`src/rtl/cla16_share_seq.sv`:
```
// Time-shares one external 16-bit CLA between two requesters, one word per cycle, LSW first.
// Optional subtract support is built when CLA_SEQ_SUB_EN is defined.
module cla16_share_seq #(
    parameter int WORDS = 4
) (
    input  logic                clk,
    input  logic                rst,
    input  logic                req0_valid,
    output logic                req0_ready,
    input  logic [16*WORDS-1:0] req0_a,
    input  logic [16*WORDS-1:0] req0_b,
    input  logic                req0_cin,
`ifdef CLA_SEQ_SUB_EN
    input  logic                req0_sub,
    input  logic                req1_sub,
`endif
    input  logic                req1_valid,
    output logic                req1_ready,
    input  logic [16*WORDS-1:0] req1_a,
    input  logic [16*WORDS-1:0] req1_b,
    input  logic                req1_cin,
    output logic                res_valid,
    input  logic                res_ready,
    output logic                res_id,
    output logic [16*WORDS-1:0] res_sum,
    output logic                res_cout,
    output logic                res_ovf,
    output logic [15:0]         add_a,
    output logic [15:0]         add_b,
    output logic                add_cin,
    input  logic [15:0]         add_sum,
    input  logic                add_cout,
    output logic                busy
);

    localparam int W  = 16 * WORDS;
    localparam int IW = (WORDS > 1) ? $clog2(WORDS) : 1;
    localparam logic [IW-1:0] LAST = IW'(WORDS - 1);

    typedef enum logic [1:0] {
        IDLE,
        ADD,
        DONE
    } state_t;

    state_t          state;
    state_t          state_nx;
    logic            ptr;
    logic [W-1:0]    op_a;
    logic [W-1:0]    op_b;
    logic            carry;
    logic            live;
    logic            own_id;
    logic [IW-1:0]   idx;
    logic [IW-1:0]   idx_nx;
    logic            grant0;
    logic            grant1;
    logic            take;
    logic            last;
    logic            sel_sub;
    logic            sel_cin;
    logic [W-1:0]    sel_a;
    logic [W-1:0]    sel_b;
    logic [15:0]     word_a;
    logic [15:0]     word_b;

    always_comb begin
        grant0 = 1'b0;
        grant1 = 1'b0;
        if (state == IDLE) begin
            if (ptr) begin
                grant1 = req1_valid;
                grant0 = req0_valid && !req1_valid;
            end else begin
                grant0 = req0_valid;
                grant1 = req1_valid && !req0_valid;
            end
        end
    end

    assign take       = grant0 | grant1;
    assign req0_ready = grant0;
    assign req1_ready = grant1;
    assign busy       = (state != IDLE);
    assign res_valid  = (state == DONE);

    assign sel_a   = grant1 ? req1_a : req0_a;
    assign sel_b   = grant1 ? req1_b : req0_b;
    assign sel_cin = grant1 ? req1_cin : req0_cin;
`ifdef CLA_SEQ_SUB_EN
    assign sel_sub = grant1 ? req1_sub : req0_sub;
`else
    assign sel_sub = 1'b0;
`endif

    // live marks that add_* currently present word idx to the adder
    assign last   = live && (idx == LAST);
    assign idx_nx = live ? idx + 1'b1 : idx;

    always_comb begin
        word_a = '0;
        word_b = '0;
        for (int i = 0; i < WORDS; i++) begin
            if (idx_nx == IW'(i)) begin
                word_a = op_a[i*16 +: 16];
                word_b = op_b[i*16 +: 16];
            end
        end
    end

    always_comb begin
        state_nx = state;
        unique case (state)
            IDLE:    if (take) state_nx = ADD;
            ADD:     if (last) state_nx = DONE;
            DONE:    if (res_ready) state_nx = IDLE;
            default: state_nx = IDLE;
        endcase
    end

    always_ff @(posedge clk) begin
        if (rst) begin
            state    <= IDLE;
            ptr      <= 1'b0;
            op_a     <= '0;
            op_b     <= '0;
            carry    <= 1'b0;
            live     <= 1'b0;
            own_id   <= 1'b0;
            idx      <= '0;
            add_a    <= '0;
            add_b    <= '0;
            add_cin  <= 1'b0;
            res_sum  <= '0;
            res_cout <= 1'b0;
            res_ovf  <= 1'b0;
            res_id   <= 1'b0;
        end else begin
            state <= state_nx;
            case (state)
                IDLE: begin
                    if (take) begin
                        op_a   <= sel_a;
                        op_b   <= sel_sub ? ~sel_b : sel_b;
                        carry  <= sel_sub | sel_cin;
                        own_id <= grant1;
                        idx    <= '0;
                        live   <= 1'b0;
                    end
                end
                ADD: begin
                    if (live) begin
                        for (int i = 0; i < WORDS; i++) begin
                            if (idx == IW'(i)) res_sum[i*16 +: 16] <= add_sum;
                        end
                    end
                    if (last) begin
                        res_cout <= add_cout;
                        res_ovf  <= (add_a[15] == add_b[15]) &&
                                    (add_sum[15] != add_a[15]);
                        res_id   <= own_id;
                        add_a    <= '0;
                        add_b    <= '0;
                        add_cin  <= 1'b0;
                        live     <= 1'b0;
                    end else begin
                        add_a   <= word_a;
                        add_b   <= word_b;
                        add_cin <= live ? add_cout : carry;
                        idx     <= idx_nx;
                        live    <= 1'b1;
                    end
                end
                DONE: begin
                    if (res_ready) ptr <= ~res_id;
                end
                default: ;
            endcase
        end
    end

endmodule

```
`config.mk`:
```
export PLATFORM = sky130hd
export DESIGN_NAME = cla16_share_seq
export DESIGN_NICKNAME = d
export VERILOG_FILES = /design/src/rtl/cla16_share_seq.sv
export SDC_FILE = /design/constraint.sdc
export NUM_CORES = 1
export LEC_CHECK = 0
export CAP_MARGIN = 15
export CORE_MARGIN = 2
export CORE_UTILIZATION = 50
export CTS_CLUSTER_DIAMETER = 40
export CTS_CLUSTER_SIZE = 40
export DETAILED_ROUTE_END_ITERATION = 7
export GPL_TIMING_DRIVEN = 0
export PLACE_DENSITY = 0.88
export SYNTH_ARGS = -nofsm -noshare
export SYNTH_HDL_FRONTEND = slang
export SYNTH_SLANG_ARGS = --single-unit
```
`constraint.sdc`:
```
create_clock -name clk -period 7.4 [get_ports clk]
set_input_delay 1.11 -clock clk [delete_from_list [all_inputs] [get_ports clk]]
set_output_delay 1.11 -clock clk [all_outputs]
set_load 0.005 [all_outputs]
```
==> run summary <==
Resized Gates After CTS: 0
Required time of the critical path: 6290 ps
Core ar.: 0.0220 mm^2
LEAKAGE: 6.69 nW
Clock Root Buffer: clkbuf_16
Initial detailed-routing violation count: 1124
Total global routing track utilization: 33.9%
Source-to-sink clock delay at the later pin of the worst-skew pair: 580 ps
Number of buffers created by CTS: 30
Routed wire length per instance: 21.0 um
Clock-pin slew on the worst setup and hold paths: 50 ps
Detail Route Antenna Nets: 0
Final Hold Fails: 0
Layout cells sized above 1: 9.78%
Max-capacitance violation count: 0
Area Overhead vs Synth: 46.1%
Share of the synthesized area in the top cell type: 41.9%
Measured slew at the worst slew-check pin: 755 ps
Unique masters post-synth: 47
Largest net degree at the start of global routing: 17
Placer congestion estimate: 0.982
Synth warn: 0
First-pass GRT wire length: 63.7 mm
Number of max-slew violations in the final report: 0
Fmax: 0.244 GHz
Headroom to the max-slew limit: 49.7%
CP Capture Type: output pin
CTS tree: built
Number of instances in the synthesized netlist: 1279
Remaining global-route overflow: 0
Power density relative to cell area: 215 mW/mm^2
Setup repair bufs after CTS: 0
Combinational family with the most area after synthesis: compound AO/OA/AOI/OAI gates
Via Count: 11900
Rows: 54
Post-synthesis mux area share: 15.6%
Initial cell density of the core: 51.3%
Top cells by area, synth: dfxtp_1, mux2i_1, a211oi_1
Total of flip-flops plus latches after synthesis: 236
Routed wire length: 41.9 mm
Setup skew after layout: 20.9 ps
Avg Cell Area, Syn: 8.81 um^2
Net count of the finished layout: 1977
Vias per std cell: 5.96
Final period util: 55.3%
Count of pins on the block boundary: 384
RSZ-0062 raised after global routing: no
Post-layout total power: 3.55 mW
Port bufs: 382
Status: finished clean
Antenna fix cells: 0
Count of hold buffers inserted by post-cts repair: 0
Clock tree buffer depth: 3
Chip width: 154 um
Category of the critical setup timing path: primary input to output pin
Clock period minus final worst setup slack: 4090 ps
# DRC: 0
Level count of the clock H-tree: 1
Number of nets in the synthesized netlist: 1563
Register area share after synthesis: 41.9%
Crit path max fanout: 10
Synthesized-area fraction occupied by adder cells: 0.444%
Final HPWL from detailed placement: 32.6 mm
WP data arrival: 2980 ps
Area fraction in compound gates after synthesis: 22.3%
Sink count of the clock tree: 236
Total standard cell area after synthesis: 0.0113 mm^2
Sum of negative setup slack: 0 ps
Number of global-route vias before repair: 11600
Largest area contributor in the synthesized netlist: dfxtp_1
Critical Path Source Type: primary input
Fraction of synthesized cell area in xor and xnor cells: 0%
TritonRoute pass-1 iters: 6
Die height: 154 um
Setup violation total in the final timing report: 0
Antenna violations before repair: 0
Min-Delay Path Class: flip-flop to flip-flop
Share of synthesized cell area in and, or, nand and nor gates: 13.2%
Max rail drop VDD: 0.117 mV
Full die area: 0.0238 mm^2
==> power by group <==
part | switching [mW] | total, mW | leakage (nW) | internal, mW
logic | 0.306 | 0.639 | 4.26 | 0.333
clock network | 0.625 | 1.46 | 0.483 | 0.832
registers | 0.0874 | 1.45 | 1.94 | 1.36
==> final cells by class <==
| type | instances | area, um^2 |
|---|---|---|
| tap | 280 | 350 |
| clock inverter | 22 | 223 |
| fill | 1580 | 5490 |
| sequential | 236 | 4720 |
| multi-input combinational | 890 | 5800 |
| buffer | 124 | 636 |
| clock buffer | 34 | 796 |
| inverter | 29 | 109 |
| timing repair buffer | 382 | 3820 |
==> state kept, by name, summed over array words and instances (netlist names), 2 cells and up <==
| register | cells |
|---|---|
| add_a | 16 |
| add_b | 16 |
| op_a | 64 |
| idx | 2 |
| res_sum | 64 |
| state | 2 |
| op_b | 64 |
==> cell families after synthesis <==
group	Yosys count
buffers and inverters	153
flip-flops	236
AO/OA/AOI/OAI	390
AND/OR/NAND/NOR	343
multiplexers	153
adder cells (fa/ha/maj)	4
==> layout by cell type (no fill, tap or decap), types with 29 or more instances in the layout <==
master	n
clkdlybuf4s50_1	382
dfxtp_1	236
nand2_1	155
nor2_1	137
mux2i_1	135
a211oi_1	130
a21oi_1	124
clkbuf_1	52
o21ai_0	47
buf_2	43
clkbuf_16	30
inv_1	29
==> metrics by stage <==
step	setup WS [ps]	util, %	hold WS, ps	cells	instance area (um^2)
floorplan	4610	-	432	1279	11300
global placement	3350	70.3	438	1941	15400
detailed placement	3320	70.3	444	1941	15400
CTS	3320	75.0	454	1997	16500
global route	3200	75.0	469	1997	16500
finish	3310	75.0	454	1997	16500
==> per-layer routing <==
layer  vias to the layer above  wire (um)  share of wire (%)  GRT usage, %
li1                       5438          -                  -             -
met1                      5556      14800                 35          38.8
met2                       753      20600                 49          60.5
met3                       155       4340                 10          7.78
met4                         0       2090                5.0          14.9
met5                         -          0                  0             0
==> critical path, cell delays in order <==
cell and delay (ps):
clkdlybuf4s50_1 550, nand2b_1 100, nand3_2 120, buf_4 290, buf_4 300, inv_1 60, clkdlybuf4s50_1 450
==> final timing paths <==
path                            startpoint          to  slack [ps]  cells past startpoint
worst min register to register      own_id      own_id         450                      2
worst min-delay path                own_id      own_id         450                      2
worst max-delay path            req0_valid  req1_ready        3310                      7
worst max register to register      idx[0]    add_a[7]        4100                     12
==> synth_stat cells, drive strengths merged <==
master and instances:
a221o 9, nand2b 3, o21bai 1, a31oi 17, a2bb2oi 6, o21a 1, dfxtp 236, a211oi 130
and3 12, a22o 2, nor3b 1, mux4 18, buf 73, a311oi 1, nor3 2, clkbuf 51
a21o 7, or3b 17, nand3 6, inv 29, ha 4, and4b 1, nor2b 4, and2 1
a221oi 17, nand2 155, a22oi 2, o221ai 1, o211ai 12, mux2i 135, a32oi 1, nor2 139
a21oi 124, o21ai 59, nand3b 1, or3 1
(Power assumes the default switching activity.)
